===== config.mk =====
export PLATFORM = sky130hd
export DESIGN_NAME = tdc_multi_channel_ctrl
export DESIGN_NICKNAME = d
export VERILOG_FILES = /design/src/rtl/tdc_pkg.sv /design/src/rtl/tdc_channel_fsm.sv /design/src/rtl/tdc_multi_channel_ctrl.sv
export SDC_FILE = /design/constraint.sdc
export NUM_CORES = 1
export LEC_CHECK = 0
export ABC_AREA = 1
export BUFFER_PORTS_ARGS = -buffer_cell sky130_fd_sc_hd__buf_2
export CAP_MARGIN = 5
export CORE_AREA = 10 10 169 186
export DETAILED_ROUTE_END_ITERATION = 10
export DIE_AREA = 0 0 179 196
export PLACE_DENSITY_LB_ADDON = 0.05
export SYNTH_ARGS = -nofsm -noshare
export SYNTH_HDL_FRONTEND = slang
export SYNTH_SLANG_ARGS = --single-unit

===== constraint.sdc =====
create_clock -name sys_clk_p -period 3.2 [get_ports sys_clk_p]
set_input_delay 0.16 -clock sys_clk_p [delete_from_list [all_inputs] [get_ports sys_clk_p]]
set_output_delay 0.16 -clock sys_clk_p [all_outputs]
set_load 0.02 [all_outputs]

===== src/rtl/tdc_pkg.sv =====
// Shared types and constants for the multi-channel TDC controller.
// Holds the per-channel state encoding, the edge-mode encodings and the
// widths that make up one result record (channel, coarse, fine start/stop).
package tdc_pkg;

  // Per-channel measurement state.
  typedef enum logic [2:0] {
    CH_IDLE      = 3'd0,
    CH_ARMED     = 3'd1,
    CH_MEASURING = 3'd2,
    CH_DONE      = 3'd3,
    CH_ERROR     = 3'd4
  } ch_state_e;

  // Edge-mode encodings, two bits per channel.
  localparam logic [1:0] EDGE_RISE     = 2'b00;
  localparam logic [1:0] EDGE_FALL     = 2'b01;
  localparam logic [1:0] EDGE_BOTH     = 2'b10;
  localparam logic [1:0] EDGE_RISE_ALT = 2'b11;  // reserved code, behaves as rising

  // Width of the per-channel delivered-result counter.
  localparam int HIT_CNT_W = 16;

  // Channel-index width of a result record; never narrower than one bit.
  function automatic int ch_idx_w(input int num_ch);
    return (num_ch > 1) ? $clog2(num_ch) : 1;
  endfunction

  // Total width of one result record: channel + coarse + fine start + fine stop.
  function automatic int result_w(input int num_ch, input int coarse_w, input int fine_w);
    return ch_idx_w(num_ch) + coarse_w + 2 * fine_w;
  endfunction

  // Edge qualifier for one level given its previous-cycle sample.
  function automatic logic edge_hit(input logic [1:0] mode, input logic cur, input logic prev);
    logic rise;
    logic fall;
    logic hit;
    rise = cur & ~prev;
    fall = ~cur & prev;
    hit  = rise;
    case (mode)
      EDGE_RISE:     hit = rise;
      EDGE_FALL:     hit = fall;
      EDGE_BOTH:     hit = rise | fall;
      EDGE_RISE_ALT: hit = rise;
    endcase
    return hit;
  endfunction

endpackage


===== src/rtl/tdc_channel_fsm.sv =====
// One TDC channel: START/STOP edge detection, measurement FSM, coarse
// cycle counter and capture of the fine tap positions.
// The state register is exported so the parent decodes status from it.
module tdc_channel_fsm
  import tdc_pkg::*;
#(
  parameter int COARSE_W       = 16,
  parameter int FINE_W         = 8,
  parameter int TIMEOUT_CYCLES = 100000
) (
  input  logic              sys_clk_p,
  input  logic              sys_rst,
  input  logic              tdc_enable,
  input  logic              tdc_arm,
  input  logic [1:0]        edge_mode,
  input  logic              tdc_start,
  input  logic              tdc_stop,
  input  logic [FINE_W-1:0] fine_start,
  input  logic [FINE_W-1:0] fine_stop,
  input  logic              grant,
  output ch_state_e         state,
  output logic [COARSE_W-1:0] res_coarse,
  output logic [FINE_W-1:0] res_fine_start,
  output logic [FINE_W-1:0] res_fine_stop
);

  // The running counter must reach TIMEOUT_CYCLES even when the reported
  // coarse field is narrower, so it is sized for whichever is larger.
  localparam int TO_W  = $clog2(TIMEOUT_CYCLES + 1);
  localparam int CNT_W = (TO_W > COARSE_W) ? TO_W : COARSE_W;
  localparam logic [CNT_W-1:0] TIMEOUT_VAL = CNT_W'(TIMEOUT_CYCLES);

  ch_state_e        state_next;
  logic             start_prev;
  logic             stop_prev;
  logic             hist_valid;
  logic             start_edge;
  logic             stop_edge;
  logic [CNT_W-1:0] cnt;
  logic [CNT_W-1:0] cnt_plus1;
  logic             cnt_clr;
  logic             cnt_inc;
  logic             cap_start;
  logic             cap_stop;
  logic             cap_coarse_zero;
  logic             cap_coarse_cnt;

  // Edge history; hist_valid masks the first cycle after reset.
  always_ff @(posedge sys_clk_p) begin
    if (sys_rst) begin
      start_prev <= 1'b0;
      stop_prev  <= 1'b0;
      hist_valid <= 1'b0;
    end else begin
      start_prev <= tdc_start;
      stop_prev  <= tdc_stop;
      hist_valid <= 1'b1;
    end
  end

  assign start_edge = hist_valid & edge_hit(edge_mode, tdc_start, start_prev);
  assign stop_edge  = hist_valid & edge_hit(edge_mode, tdc_stop, stop_prev);

  // cnt counts MEASURING cycles after the start-edge cycle, so the stop-edge
  // cycle itself is cnt+1 cycles after the start edge.
  assign cnt_plus1 = cnt + 1'b1;

  // State register.
  always_ff @(posedge sys_clk_p) begin
    if (sys_rst) state <= CH_IDLE;
    else         state <= state_next;
  end

  // Next-state and datapath strobes; disabling the block wins over everything.
  always_comb begin
    state_next      = state;
    cnt_clr         = 1'b0;
    cnt_inc         = 1'b0;
    cap_start       = 1'b0;
    cap_stop        = 1'b0;
    cap_coarse_zero = 1'b0;
    cap_coarse_cnt  = 1'b0;
    if (!tdc_enable) begin
      state_next = CH_IDLE;
    end else begin
      case (state)
        CH_IDLE: begin
          if (tdc_arm) state_next = CH_ARMED;
        end
        CH_ARMED: begin
          if (start_edge && stop_edge) begin
            state_next      = CH_DONE;
            cap_start       = 1'b1;
            cap_stop        = 1'b1;
            cap_coarse_zero = 1'b1;
          end else if (start_edge) begin
            state_next = CH_MEASURING;
            cnt_clr    = 1'b1;
            cap_start  = 1'b1;
          end
        end
        CH_MEASURING: begin
          if (stop_edge) begin
            state_next     = CH_DONE;
            cap_stop       = 1'b1;
            cap_coarse_cnt = 1'b1;
          end else if (cnt_plus1 == TIMEOUT_VAL) begin
            state_next = CH_ERROR;
          end else begin
            cnt_inc = 1'b1;
          end
        end
        CH_DONE: begin
          if (grant) state_next = CH_IDLE;
        end
        CH_ERROR: begin
          state_next = CH_ERROR;
        end
        default: state_next = CH_IDLE;
      endcase
    end
  end

  // Coarse counter and captured results.
  always_ff @(posedge sys_clk_p) begin
    if (sys_rst) begin
      cnt            <= '0;
      res_coarse     <= '0;
      res_fine_start <= '0;
      res_fine_stop  <= '0;
    end else begin
      if (cnt_clr)      cnt <= '0;
      else if (cnt_inc) cnt <= cnt_plus1;
      if (cap_start) res_fine_start <= fine_start;
      if (cap_stop)  res_fine_stop  <= fine_stop;
      if (cap_coarse_zero)     res_coarse <= '0;
      else if (cap_coarse_cnt) res_coarse <= cnt_plus1[COARSE_W-1:0];
    end
  end

endmodule


===== src/rtl/tdc_multi_channel_ctrl.sv =====
// Multi-channel TDC controller: NUM_CH independent start/stop channels,
// a round-robin arbiter over finished channels and one registered result
// stream. Optional feature macro: TDC_HIT_COUNT_EN adds per-channel
// saturating counts of delivered results on output hit_count.
module tdc_multi_channel_ctrl
  import tdc_pkg::*;
#(
  parameter int NUM_CH         = 4,
  parameter int COARSE_W       = 16,
  parameter int FINE_W         = 8,
  parameter int TIMEOUT_CYCLES = 100000,
  localparam int CH_W          = ch_idx_w(NUM_CH)
) (
  input  logic                     sys_clk_p,
  input  logic                     sys_rst,
  input  logic                     tdc_enable,
  input  logic [NUM_CH-1:0]        tdc_arm,
  input  logic [2*NUM_CH-1:0]      edge_mode,
  input  logic [NUM_CH-1:0]        tdc_start,
  input  logic [NUM_CH-1:0]        tdc_stop,
  input  logic [NUM_CH*FINE_W-1:0] fine_start,
  input  logic [NUM_CH*FINE_W-1:0] fine_stop,
  output logic                     m_valid,
  input  logic                     m_ready,
  output logic [CH_W-1:0]          m_channel,
  output logic [COARSE_W-1:0]      m_coarse,
  output logic [FINE_W-1:0]        m_fine_start,
  output logic [FINE_W-1:0]        m_fine_stop,
  output logic [NUM_CH-1:0]        ch_armed,
  output logic [NUM_CH-1:0]        ch_measuring,
  output logic [NUM_CH-1:0]        ch_error,
`ifdef TDC_HIT_COUNT_EN
  output logic [NUM_CH*HIT_CNT_W-1:0] hit_count,
`endif
  output logic                     tdc_ready
);

  // Result stream handshake: a word transfers on a rising sys_clk_p edge
  // where m_valid && m_ready. Once m_valid is high the m_* fields hold until
  // that transfer; a new word may load in the same cycle as the transfer.

  ch_state_e            ch_state       [NUM_CH];
  logic [COARSE_W-1:0]  ch_coarse      [NUM_CH];
  logic [FINE_W-1:0]    ch_fine_start  [NUM_CH];
  logic [FINE_W-1:0]    ch_fine_stop   [NUM_CH];
  logic [NUM_CH-1:0]    ch_done;
  logic [NUM_CH-1:0]    grant;
  logic                 grant_any;
  logic [CH_W-1:0]      grant_idx;
  logic [CH_W-1:0]      rr_ptr;
  logic [CH_W-1:0]      scan_idx;
  logic [CH_W:0]        scan_sum;
  logic                 load_ok;

  for (genvar i = 0; i < NUM_CH; i++) begin : g_ch
    tdc_channel_fsm #(
      .COARSE_W       (COARSE_W),
      .FINE_W         (FINE_W),
      .TIMEOUT_CYCLES (TIMEOUT_CYCLES)
    ) u_ch (
      .sys_clk_p      (sys_clk_p),
      .sys_rst        (sys_rst),
      .tdc_enable     (tdc_enable),
      .tdc_arm        (tdc_arm[i]),
      .edge_mode      (edge_mode[2*i +: 2]),
      .tdc_start      (tdc_start[i]),
      .tdc_stop       (tdc_stop[i]),
      .fine_start     (fine_start[i*FINE_W +: FINE_W]),
      .fine_stop      (fine_stop[i*FINE_W +: FINE_W]),
      .grant          (grant[i]),
      .state          (ch_state[i]),
      .res_coarse     (ch_coarse[i]),
      .res_fine_start (ch_fine_start[i]),
      .res_fine_stop  (ch_fine_stop[i])
    );

    assign ch_armed[i]     = (ch_state[i] == CH_ARMED);
    assign ch_measuring[i] = (ch_state[i] == CH_MEASURING);
    assign ch_error[i]     = (ch_state[i] == CH_ERROR);
    assign ch_done[i]      = (ch_state[i] == CH_DONE);
  end

  assign tdc_ready = tdc_enable && !(|ch_error);
  assign load_ok   = !m_valid || m_ready;

  // Round-robin pick: scan from rr_ptr, which sits just after the last grant.
  // No grant while disabled, so pending DONE results are dropped.
  always_comb begin
    grant     = '0;
    grant_any = 1'b0;
    grant_idx = '0;
    scan_sum  = '0;
    scan_idx  = '0;
    if (tdc_enable && load_ok) begin
      for (int k = 0; k < NUM_CH; k++) begin
        scan_sum = {1'b0, rr_ptr} + (CH_W+1)'(k);
        if (scan_sum >= (CH_W+1)'(NUM_CH)) scan_sum = scan_sum - (CH_W+1)'(NUM_CH);
        scan_idx = scan_sum[CH_W-1:0];
        if (!grant_any && ch_done[scan_idx]) begin
          grant_any = 1'b1;
          grant_idx = scan_idx;
        end
      end
      if (grant_any) grant[grant_idx] = 1'b1;
    end
  end

  // Output register and arbiter pointer.
  always_ff @(posedge sys_clk_p) begin
    if (sys_rst) begin
      rr_ptr       <= '0;
      m_valid      <= 1'b0;
      m_channel    <= '0;
      m_coarse     <= '0;
      m_fine_start <= '0;
      m_fine_stop  <= '0;
    end else if (grant_any) begin
      rr_ptr       <= (grant_idx == CH_W'(NUM_CH - 1)) ? '0 : grant_idx + 1'b1;
      m_valid      <= 1'b1;
      m_channel    <= grant_idx;
      m_coarse     <= ch_coarse[grant_idx];
      m_fine_start <= ch_fine_start[grant_idx];
      m_fine_stop  <= ch_fine_stop[grant_idx];
    end else if (m_ready) begin
      m_valid <= 1'b0;
    end
  end

`ifdef TDC_HIT_COUNT_EN
  logic [HIT_CNT_W-1:0] hit_cnt [NUM_CH];

  // Saturating count of words actually delivered, per source channel.
  always_ff @(posedge sys_clk_p) begin
    if (sys_rst) begin
      for (int i = 0; i < NUM_CH; i++) hit_cnt[i] <= '0;
    end else if (m_valid && m_ready && (hit_cnt[m_channel] != '1)) begin
      hit_cnt[m_channel] <= hit_cnt[m_channel] + 1'b1;
    end
  end

  for (genvar i = 0; i < NUM_CH; i++) begin : g_hit
    assign hit_count[i*HIT_CNT_W +: HIT_CNT_W] = hit_cnt[i];
  end
`endif

endmodule


-- After elaboration in Yosys (flattened, before gate mapping)
Index checks and enable logic that the tools add are counted.
- input bits: 88
- register bits after elaboration: 254
- $add $sub $neg: 12
- magnitude comparators: 11
- multiplexer cells: 160
- bitwise gates (word level): 50
- reduce and logical (&&, ||, !) cells: 43
- equal/unequal tests: 49
- operator list (operator ; count):
    $mux W1 ; 89
    $mux W3 ; 24
    $add A17 B1 Y17 const B ; 4
    $eq A17 B17 Y1 const B ; 4
    $pmux W3 S5 ; 4
    $bmux W16 S2 ; 1
    $bmux W8 S2 ; 2
    $mux W16 ; 2
    $mux W8 ; 4
    $mux W2 ; 15
    $reduce_or A2 Y1 ; 13
    $and A1 B1 Y1 ; 24
    $eq A3 B2 Y1 const B ; 8
    $ne A3 B1 Y1 const B ; 8
    $pmux W1 S3 ; 8
    $eq A2 B2 Y1 const B ; 9
    $not A1 Y1 ; 17
    $reduce_and A4 Y1 ; 4
    $lt A2 B3 Y1 const B ; 5
    $eq A3 B1 Y1 const B ; 4
    $eq A3 B3 Y1 const B ; 4
    $ge A3 B3 Y1 const B ; 4
    $logic_not A3 Y1 ; 4
    $logic_and A1 B1 Y1 ; 10
    other kinds (20) ; 54

-- Longest topological paths before layout
Gate-level depths: netlist of run 1.
- depth in word-level cells: 28
- depth in mapped cells: 18

-- Cells and area by module
Synthesis of run 1 repeated with hierarchy kept, for this count alone.
- cells, all modules: 2360
- area total of the unflattened synthesis: 14767.9 um^2
- by module, submodules not included (module ; area an instance (um^2) ; cells an instance ; instances ; seq. area each (um^2)):
    tdc_channel_fsm (g_ch[0].u_ch ...) ; 2780.2 ; 417 ; 3 ; 1101.1
    tdc_multi_channel_ctrl ; 3607.2 ; 674 ; 1 ; 740.7
    tdc_channel_fsm (g_ch[3].u_ch) ; 2820.2 ; 435 ; 1 ; 1101.1

-- Worst setup path before layout of run 1
No wires, ideal clock.
- path type: reg-to-reg
- start: register g_ch[1].u_ch.state[0]
- end: register g_ch[1].u_ch.res_fine_stop[5]
- stages on the path, launching flop included: 13
- path slack: 1.055 ns
- path buffers: 1
- setup time: 0.128 ns
- data arrival time: 2.018 ns
- data required time: 3.072 ns
- period minus slack after synthesis: 2.145 ns
- cells stage by stage: dfxtp_1 > inv_1 > nor3_1 > inv_1 > nor2_1 > nand2_1 > inv_1 > nand2_1 > nand2_1 > inv_1 > clkbuf_1 > o21ai_0 > a21oi_1
- cells in the longest elaborated chain, start to end: 3
- elaborated cells on any way between the ends: 4
- those cells by class: eq/ne (2); mux (2)
- RTL lines (what ; RTL line ; source):
    start: declaration ; tdc_channel_fsm.sv:21 ; output ch_state_e state,
    start signal: assignment ; tdc_channel_fsm.sv:71 ; else state <= state_next;
    $eq A3 B1 Y1 ; - ;
    net ch_armed[1] ; tdc_multi_channel_ctrl.sv:29 ; output logic [NUM_CH-1:0] ch_armed,
    $pmux W1 S2 ; tdc_channel_fsm.sv:86 ; case (state)
    $mux W1 ; tdc_channel_fsm.sv:83 ; if (!tdc_enable) begin
    end signal: assignment ; tdc_channel_fsm.sv:135 ; if (cap_stop) res_fine_stop <= fine_stop;
    end: declaration ; tdc_channel_fsm.sv:24 ; output logic [FINE_W-1:0] res_fine_stop
The timed path passes the listed nets, and every way through them passes these cells.
A chain may end at the register's enable or synchronous reset.

-- Worst setup path in the final report of run 1
- start: register rr_ptr[0]
- end: register m_fine_start[3]
- cells in the longest elaborated chain, start to end: 24
- elaborated cells on any way between the ends: 52
- those cells by class: add/sub (7); order compare (4); mux (34); bitwise (1); reduce/logical (6)
- RTL lines (what ; RTL line ; source):
    start: declaration ; tdc_multi_channel_ctrl.sv:50 ; logic [CH_W-1:0] rr_ptr;
    start signal: assignment ; tdc_multi_channel_ctrl.sv:118 ; rr_ptr <= (grant_idx == CH_W'(NUM_CH - 1)) ? '0 : grant_idx + 1'b1;
    $ge A2 B3 Y1 or $sub A2 B1 Y2 (tied branches) ; tdc_multi_channel_ctrl.sv:97 ; if (scan_sum >= (CH_W+1)'(NUM_CH)) scan_sum = scan_sum - (CH_W+1)'(NUM_CH);
    $mux W2 ; tdc_multi_channel_ctrl.sv:97 ;
    $mux W2 ; tdc_multi_channel_ctrl.sv:94 ; if (tdc_enable && load_ok) begin
    $bmux W1 S2 ; tdc_multi_channel_ctrl.sv:99 ; if (!grant_any && ch_done[scan_idx]) begin
    $mux W1 (implied by the code) ; tdc_multi_channel_ctrl.sv:99 ;
    $mux W1 ; tdc_multi_channel_ctrl.sv:99 ;
    $mux W1 ; tdc_multi_channel_ctrl.sv:94 ;
    $logic_not A1 Y1 ; tdc_multi_channel_ctrl.sv:99 ;
    [... 6 more ...] ; - ;
    $mux W1 ; tdc_multi_channel_ctrl.sv:94 ;
    $logic_not A1 Y1 ; tdc_multi_channel_ctrl.sv:99 ;
    $logic_and A1 B1 Y1 ; tdc_multi_channel_ctrl.sv:99 ;
    $mux W2 ; tdc_multi_channel_ctrl.sv:99 ;
    $mux W2 (2 in a row) ; tdc_multi_channel_ctrl.sv:94 ;
    $not A2 Y3 (implied by the code) ; tdc_multi_channel_ctrl.sv:122 ; m_fine_start <= ch_fine_start[grant_idx];
    $bmux W8 S2 ; tdc_multi_channel_ctrl.sv:122 ;
    $mux W8 (implied by the code) (2 in a row) ; tdc_multi_channel_ctrl.sv:122 ;
    end signal: assignment ; tdc_multi_channel_ctrl.sv:122 ;
    end: declaration ; tdc_multi_channel_ctrl.sv:27 ; output logic [FINE_W-1:0] m_fine_start,
Several ways; a longest one is shown, not always the timed one. The select of a mux whose other input is x is not followed.

==> qor.txt, run 1 <==
ys flop type: dfxtp_1
HPWL Detailed: 30300 um
routed via count: 13.6k
WP data required: 3.65 ns
Final WS setup: 0.354 ns
Synth cell types: 39
Hold Path Depth: 5
reg2reg end: m_fine_start[3]
# fillers: 2693
setup slack at placement: 0.402 ns
CTS clk-pin slew, worst paths: 0.06 ns
post-route ant nets: 0
clk sinks: 254
Slew @ Worst Pin: 1.09 ns
worst hold path class: in2reg
Final #Nets: 2383
Max Fanout on Critical Path: 66
total setup buffers inserted after CTS: 0
crit-path cells: inv_2 -> nand2_1 -> nand3_1 -> nand2_1 -> nand2_1 -> nor2_1 -> nand2_1 -> nand2_2 -> buf_4 -> a21oi_1 -> o21ai_1 -> nand3_1 -> nand2_1 -> inv_1
core footprint: 27600 um^2
Final Cycle Share: 88.9%
critical path data arrival time: 3.30 ns
Final min period: 2.85 ns
worst hold endpoint: g_ch[1].u_ch.state[1]
layout cell share with drive strength beyond 1: 11.1%
1st-iter DRT viols: 883
Initial Utilization: 49.1%
CTS root buf: clkbuf_16
slowest CP cell: buf_4
placed cell areas: 14400 um^2
Post-synth EDFFs: 0
initial antenna violation count: 1
CTS H-Tree Depth: 1
I/O Buffers: 135
largest net degree at the start of global routing: 67
final setup TNS: 0 ns
Synth area leader: dfxtp_1
DIE AREA: 35100 um^2
status: complete, no violations
reg2reg path depth: 14
post-synthesis async set-or-reset flop share: 0%
Max Cap Viol: 0
CP Class: reg2reg
GR Overflow Total: 0
Rel. slew slack: 27.1%
drt drc: 0
Longest Clk Path Bufs: 3
I/O pin count: 136
Area contributors post-synth: dfxtp_1 37%, nand2_1 12%, inv_1 8.6%, a21oi_1 8.1%, nor2_1 7.6%
first-pass GRT wire length: 66000 um
CTS tree: done
Pins Over Slew Limit: 0
multi-input logic area: 6830 um^2
Final Util: 58.7%
r2r startpoint: rr_ptr[0]
final instance area: 16200 um^2
Leak: 0.00724 uW
Max stage delay on crit path: 0.56 ns
Startpoint Class: register
Hold Vio Cnt, Final: 0
RSZ-0062 raised after global routing: no
drt total wl: 41200 um
TritonCTS Buffers: 30
cell area power density: 591 nW/um^2
Max Clk Rate: 351 MHz
vias in the first global route: 12.7k
top cell type's share of synthesized area: 37.5%
Critical Path End Type: register
global placement routability congestion: 0.891
most frequent cell after synthesis: nand2_1
vias per cell: 5.12
area grow syn2layout: 19.5%
Post-Syn Nets: 2195
Syn Inst Count: 2076
gr usage total: 22.9%
Synth Warn #: 0
Resized Gates After CTS: 0
WHS: 0.0500 ns
WL per Instance: 15.5 um
Hold Crit Start: tdc_arm[1]
maximum vdd drop: 0.000449 V
Die Ht: 196 um
flip-flop and latch area: 5080 um^2
clock insertion delay at the later pin of the skew report: 0.56 ns
most used cell, CP: nand2_1
synthesized area per cell: 6.54 um^2
number of synthesized register bits: 254
post-synthesis sequential area ratio: 37.5%
r2r setup slk: 0.35 ns
Die X: 179 um
drt first pass iters: 5
skew final: 0.0195 ns
row cnt: 64
Post-Syn Area: 13600 um^2
Commonest cells post-synth: 450 x nand2_1, 310 x inv_1, 276 x nor2_1
Final setup viols: 0
[kinds of logic after synthesis]
group / share of synthesized area [%]
simple gates: 31.0
buf+inv: 12.3
compound gates: 15.0
flops: 37.5
fa+ha+maj: 2.86
xor+xnor: 1.48
[sequential cells by signal (all words and copies together) (netlist names), 2 cells and up]
register	count
g_ch.u_ch.res_coarse	64
g_ch.u_ch.res_fine_stop	32
g_ch.u_ch.stop_prev	4
g_ch.u_ch.state	12
g_ch.u_ch.res_fine_start	32
rr_ptr	2
m_coarse	16
m_fine_start	8
m_channel	2
m_fine_stop	8
g_ch.u_ch.start_prev	4
g_ch.u_ch.cnt	68
[through the flow]
| stage | total power [uW] | std cells |
|---|---|---|
| 6_report | 9580 | 2651 |
| 5_1_grt | 10100 | 2650 |
| 4_1_cts | 9650 | 2650 |
| 3_5_place_dp | 6080 | 2520 |
| 3_3_place_gp | 6060 | 2520 |
| 2_1_floorplan | 5540 | 2076 |
[report_power, final]
group          total (uW)  internal [uW]  switching [uW]
sequential           3610           3410             194
combinational        2500            775            1730
clock                3470           2130            1340
[timing repair]
action / in CTS / in global routing
endpoints found under the hold margin: 75 / 0
hold buffers: 75 / 0
setup endpoints to repair: 0 / 0
[critical path, delay by kind of cell (launching register included)]
kind / cells / cell delay, ns
compound gates: 2 / 0.34
flops: 1 / 0.53
buf+inv: 3 / 0.79
simple gates: 9 / 1.02
[worst max path at each step]
stage                                startpoint                            end  cells past startpoint
after floorplan           g_ch[1].u_ch.state[0]  g_ch[1].u_ch.res_fine_stop[5]                     12
after global placement             edge_mode[6]            g_ch[3].u_ch.cnt[1]                     12
after detailed placement              rr_ptr[0]          g_ch[1].u_ch.state[1]                     14
after CTS                             rr_ptr[0]                m_fine_start[3]                     14
after global routing                  rr_ptr[0]          g_ch[1].u_ch.state[1]                     14
final                                 rr_ptr[0]                m_fine_start[3]                     14
[routing by layer]
metal,global-route usage [%],vias up,wire length (um)
met1,28.9,6165,18000
li1,-,6987,-
met4,9.87,0,1750
met2,37.3,338,18900
met5,0,-,0
met3,4.01,74,2530
[placed cells by master, fill, tap and decap left out, drive strengths merged, types with 4 or more instances in the layout]
| cell type | n |
|---|---|
| a211oi | 11 |
| a21oi | 219 |
| buf | 161 |
| clkbuf | 46 |
| clkinv | 8 |
| dfxtp | 254 |
| dlygate4sd3 | 75 |
| ha | 31 |
| inv | 319 |
| nand2 | 455 |
| nand3 | 162 |
| nand3b | 14 |
| nand4 | 33 |
| nor2 | 291 |
| nor3 | 17 |
| o211ai | 11 |
| o21ai | 146 |
| xnor2 | 4 |
| xor2 | 19 |
[area by class of cell]
type	instances	share of cell area, %
Tap cell	363	2.80
Inverter	321	7.45
Timing Repair Buffer	236	10.0
Sequential cell	254	31.4
Multi-Input combinational cell	1421	42.1
Antenna cell	1	0.0154
Clock buffer	46	5.43
Clock inverter	9	0.833
Note: power is estimated with default switching activity, not from simulation.
==> inputs of run 2 (changes only) <==
HOLD_SLACK_MARGIN = 0.08   (was default)
SLEW_MARGIN = 0   (was default)
==> qor.txt, run 2 (synthesized netlist as in run 1, its figures left out) <==
Pins Over Slew Limit: 0 (unchanged)
most frequent cells in the layout: 449 x nand2_1, 309 x inv_1, 276 x nor2_1, 254 x dfxtp_1, 218 x a21oi_1
routed via count: 13.6k (-0.037%)
WHS: 0.133 ns (+0.0828 ns)
skew final: 0.0186 ns (-0.000906 ns)
critical path data arrival time: 3.29 ns (about the same)
Rel. slew slack: 27.7% (+0.60 points)
Die Ht: 196 um (unchanged)
Critical Path End Type: register
CTS root buf: clkbuf_16
cts hold-fix bufs: 76 (+1.3%)
clock insertion delay at the later pin of the skew report: 0.56 ns (about the same)
CTS tree: done
layout cell share with drive strength beyond 1: 11.1% (about the same)
Leak: 0.00725 uW (about the same)
Slew @ Worst Pin: 1.09 ns (-0.00903 ns)
status: complete, no violations
DIE AREA: 35100 um^2 (unchanged)
multi-input logic area: 6830 um^2 (unchanged)
TritonCTS Buffers: 30 (unchanged)
largest register by flop count: g_ch.u_ch.cnt
RSZ-0062 raised after global routing: no
CTS clk-pin slew, worst paths: 0.06 ns (about the same)
Hold Path Depth: 5 (unchanged)
I/O pin count: 136 (unchanged)
vias in the first global route: 12.7k (+0.071%)
initial antenna violation count: 1 (unchanged)
Final setup viols: 0 (unchanged)
global placement routability congestion: 0.891 (unchanged)
final setup TNS: 0 ns (unchanged)
Startpoint Class: register
Resized Gates After CTS: 0 (unchanged)
flip-flop and latch area: 5080 um^2 (unchanged)
Final min period: 2.84 ns (-0.00768 ns)
core footprint: 27600 um^2 (unchanged)
1st-iter DRT viols: 955 (+8.2%)
commonest non-fill, non-tap cell in the layout: nand2_1
GR Overflow Total: 0 (unchanged)
WP data required: 3.65 ns (about the same)
Hold Vio Cnt, Final: 0 (unchanged)
worst hold path class: in2reg
gr usage total: 22.9% (about the same)
CTS H-Tree Depth: 1 (unchanged)
area grow syn2layout: 19.6% (about the same)
Initial Utilization: 49.1% (unchanged)
first-pass GRT wire length: 66000 um (about the same)
WL per Instance: 15.5 um (-0.19%)
Final Cycle Share: 88.7% (-0.24 points)
Top Registers: g_ch.u_ch.cnt (68), g_ch.u_ch.res_coarse (64)
HPWL Detailed: 30300 um (unchanged)
Die X: 179 um (unchanged)
max reg flops: 68 (unchanged)
cell area power density: 590 nW/um^2 (-0.12%)
# fillers: 2689 (-0.15%)
Max Cap Viol: 0 (unchanged)
Final #Nets: 2384 (+0.042%)
I/O Buffers: 135 (unchanged)
drt first pass iters: 6 (+1)
Max Fanout on Critical Path: 66 (unchanged)
total setup buffers inserted after CTS: 0 (unchanged)
clk sinks: 254 (unchanged)
maximum vdd drop: 0.000450 V (+0.24%)
row cnt: 64 (unchanged)
post-route ant nets: 0 (unchanged)
vias per cell: 5.11 (-0.11%)
CP Class: reg2reg
Max Clk Rate: 352 MHz (+0.27%)
drt total wl: 41200 um (-0.12%)
drt drc: 0 (unchanged)
reg2reg path depth: 14 (unchanged)
Longest Clk Path Bufs: 3 (unchanged)
largest net degree at the start of global routing: 67 (unchanged)
run 2: cell count changes in the layout (fill, tap and decap cells not counted), sizes merged:
cell         change
dlygate4sd3      +1
diode            +1
run 2: critical path, cell delays in order, from the launching register on:
cell and delay [ns]:
dfxtp_1 0.53, inv_2 0.19, nand2_1 0.16, nand3_1 0.08
nand2_1 0.15, nand2_1 0.07, nor2_1 0.09, nand2_1 0.12
nand2_2 0.11, buf_4 0.56, a21oi_1 0.14, o21ai_1 0.20
nand3_1 0.14, nand2_1 0.10, inv_1 0.04
run 2: cell type report:
class                      count  share of cell area (%)
timing repair buffer         237                    10.1
antenna                        2                  0.0308
clock inverter                 9                   0.833
tap                          363                    2.80
multi-input combinational   1421                    42.1
sequential                   254                    31.3
clock buffer                  46                    5.43
inverter                     321                    7.45
run 2: power breakdown:
group | total [uW] | internal [uW] | switching [uW]
Combinational | 2500 | 775 | 1720
Sequential | 3610 | 3410 | 194
Clock | 3470 | 2130 | 1340
Total | 9580 | 6320 | 3260
run 2: stage by stage:
stage	total power [uW]	utilization, %	std cells	instance area (um^2)	worst slack, ns
3_3_place_gp	6060	52.3	2520	14400	0.435
4_1_cts	9650	58.7	2651	16200	0.369
2_1_floorplan	5540	-	2076	13600	1.05
3_5_place_dp	6080	52.3	2520	14400	0.402
5_1_grt	10100	58.7	2651	16200	0.112
6_report	9580	58.7	2653	16200	0.361
run 2: worst paths after layout:
check	from	slack [ns]	endpoint
max reg2reg	rr_ptr[0]	0.36	m_fine_start[3]
max	rr_ptr[0]	0.36	m_fine_start[3]
min reg2reg	g_ch[2].u_ch.res_fine_stop[1]	0.44	g_ch[2].u_ch.res_fine_stop[1]
min	tdc_arm[2]	0.13	g_ch[2].u_ch.state[1]
run 2: layer usage:
layer / global-route usage, % / routed length [um] / vias to the layer above
li1: - / - / 6990
met5: 0 / 0 / -
met3: 4.01 / 2650 / 68
met1: 28.9 / 17900 / 6157
met2: 37.3 / 18900 / 344
met4: 9.87 / 1720 / 0
==> inputs of run 3 (changes only) <==
CORE_AREA = 10 10 197 217   (was 10 10 169 186)
DIE_AREA = 0 0 207 227   (was 0 0 179 196)
==> qor.txt, run 3 (synthesized netlist as in run 1, its figures left out) <==
status: complete, no violations
crit-path cells: inv_2 -> nand2_1 -> nand2_1 -> nand3_1 -> nand2_1 -> nand2_1 -> nor2_1 -> nand2_1 -> nand2_2 -> buf_4 -> nand3b_1 -> nand3_1 -> nand3_1 -> nand2_1 -> inv_1
Die X: 207 um (+16%)
clk sinks: 254 (unchanged)
CTS H-Tree Depth: 1 (unchanged)
Critical Path End Type: register
GR Overflow Total: 0 (unchanged)
vias per cell: 4.80 (-6.1%)
Ant. Diodes: 0 (-2)
flip-flop and latch area: 5080 um^2 (unchanged)
multi-input logic area: 6830 um^2 (unchanged)
area grow syn2layout: 21.8%
Initial Utilization: 35.6% (-14 points)
Final min period: 2.64 ns (-0.203 ns)
max reg flops: 68 (unchanged)
Hold Vio Cnt, Final: 0 (unchanged)
gr usage total: 18.8% (-4.1 points)
HPWL Detailed: 33300 um (+10%)
cell area power density: 586 nW/um^2 (-0.62%)
WL per Instance: 16.2 um (+4.6%)
reg2reg path depth: 15 (+1)
initial antenna violation count: 0 (-1)
largest net degree at the start of global routing: 101 (+51%)
reg2reg end: m_coarse[15]
# fillers: 4144 (+54%)
worst hold path class: in2reg
Slew @ Worst Pin: 1.02 ns (-0.0663 ns)
largest register by flop count: g_ch.u_ch.cnt
r2r startpoint: rr_ptr[0]
skew final: 0.0211 ns (+0.00247 ns)
crit-path leading delay family: simple AND/OR/NAND/NOR gates
core footprint: 38100 um^2 (+38%)
RSZ-0062 raised after global routing: no
Final setup viols: 0 (unchanged)
CTS tree: done
Final #Nets: 2397 (+0.55%)
layout cell share with drive strength beyond 1: 11.3% (+0.21 points)
final setup TNS: 0 ns (unchanged)
routed via count: 13.4k (-0.91%)
Rel. slew slack: 32.1% (+4.4 points)
CTS root buf: clkbuf_16
maximum vdd drop: 0.000529 V (+18%)
most frequent cells in the layout: 449 x nand2_1, 309 x inv_1, 276 x nor2_1, 254 x dfxtp_1, 218 x a21oi_1
I/O pin count: 136 (unchanged)
Startpoint Class: register
CP Class: reg2reg
drt total wl: 45400 um (+10%)
Max Cap Viol: 0 (unchanged)
slowest CP cell: buf_4
TritonCTS Buffers: 31 (+3.3%)
global placement routability congestion: 0.828 (-7.0%)
drt drc: 0 (unchanged)
1st-iter DRT viols: 649 (-32%)
clock insertion delay at the later pin of the skew report: 0.57 ns (about the same)
DIE AREA: 47000 um^2 (+34%)
WP buf/inv: 3 (unchanged)
commonest non-fill, non-tap cell in the layout: nand2_1
post-route ant nets: 0 (unchanged)
first-pass GRT wire length: 72400 um (+9.6%)
most used cell, CP: nand2_1
Final Cycle Share: 82.4% (-6.3 points)
Top Registers: g_ch.u_ch.cnt (68), g_ch.u_ch.res_coarse (64)
Final WS setup: 0.564 ns (+0.203 ns)
r2r setup slk: 0.56 ns (+0.20 ns)
I/O Buffers: 135 (unchanged)
worst hold endpoint: g_ch[2].u_ch.state[1]
vias in the first global route: 13.1k (+3.0%)
CTS clk-pin slew, worst paths: 0.06 ns (about the same)
Hold Crit Start: tdc_arm[2]
Hold Path Depth: 5 (unchanged)
setup slack at placement: 0.515 ns (+0.114 ns)
Max Clk Rate: 379 MHz (+7.7%)
Max stage delay on crit path: 0.49 ns (-0.07 ns)
WP data required: 3.66 ns (about the same)
Max Fanout on Critical Path: 48 (-27%)
Longest Clk Path Bufs: 3 (unchanged)
critical path data arrival time: 3.10 ns (-0.19 ns)
Resized Gates After CTS: 0 (unchanged)
Pins Over Slew Limit: 0 (unchanged)
Leak: 0.00733 uW (+1.1%)
Die Ht: 227 um (+16%)
row cnt: 75 (+17%)
drt first pass iters: 5 (-1)
==> run 3: cell count changes in the layout (fill, tap and decap cells not counted), sizes merged <==
| cell | delta |
|---|---|
| diode | -2 |
| clkinvlp | +1 |
| buf | +4 |
| inv | -1 |
| clkinv | +1 |
| bufinv | -2 |
| dlygate4sd3 | +8 |
==> run 3: worst max-delay path by stage <==
stage                          startpoint  slack, ns  cells after the start                             to
CTS                             rr_ptr[0]       0.56                     14                   m_coarse[12]
finish                          rr_ptr[0]       0.56                     15                   m_coarse[15]
detailed placement           edge_mode[4]       0.52                     12    g_ch[2].u_ch.res_coarse[13]
floorplan           g_ch[1].u_ch.state[0]       1.05                     12  g_ch[1].u_ch.res_fine_stop[5]
global route                    rr_ptr[0]       0.23                     14          g_ch[0].u_ch.state[1]
global placement             edge_mode[4]       0.52                     12    g_ch[2].u_ch.res_coarse[13]
==> run 3: layout make-up <==
| class | count | area share, % |
|---|---|---|
| Clock inverter | 8 | 0.431 |
| Tap cell | 500 | 3.78 |
| Multi-Input combinational cell | 1421 | 41.3 |
| Sequential cell | 254 | 30.8 |
| Timing Repair Buffer | 249 | 10.8 |
| Inverter | 321 | 7.31 |
| Clock buffer | 46 | 5.58 |
==> run 3: worst min-delay path, stage by stage <==
cell and delay [ns]:
buf_2 0.13, nor3_1 0.20, a21oi_1 0.10, o21ai_0 0.08
nor2_1 0.04
==> run 3: where the power goes <==
| part | switching (uW) | internal (uW) |
|---|---|---|
| Combinational | 1790 | 818 |
| Sequential | 203 | 3410 |
| Clock | 1420 | 2050 |
| Total | 3410 | 6280 |
==> run 3: through the flow <==
stage / instances / area [um^2] / util, % / power, uW / hold WS [ns]
floorplan: 2076 / 13600 / - / 5540 / 0.289
global placement: 2661 / 14700 / 38.6 / 6190 / 0.395
detailed placement: 2661 / 14700 / 38.6 / 6210 / 0.409
CTS: 2799 / 16500 / 43.4 / 9790 / 0.152
global route: 2799 / 16500 / 43.4 / 10200 / 0.213
finish: 2799 / 16500 / 43.4 / 9690 / 0.193
==> run 3: per-layer routing <==
layer,track usage [%],routed length (um)
met1,24.2,21300
met2,32.2,21200
met3,2.49,1800
met4,5.56,1110
met5,0,0
==> run 3: timing repair <==
| item | in CTS | in global routing |
|---|---|---|
| buffers inserted | 0 | 0 |
| setup endpoints to repair | 0 | 0 |
| hold endpoints to repair | 80 | 0 |
| hold buffers | 84 | 0 |
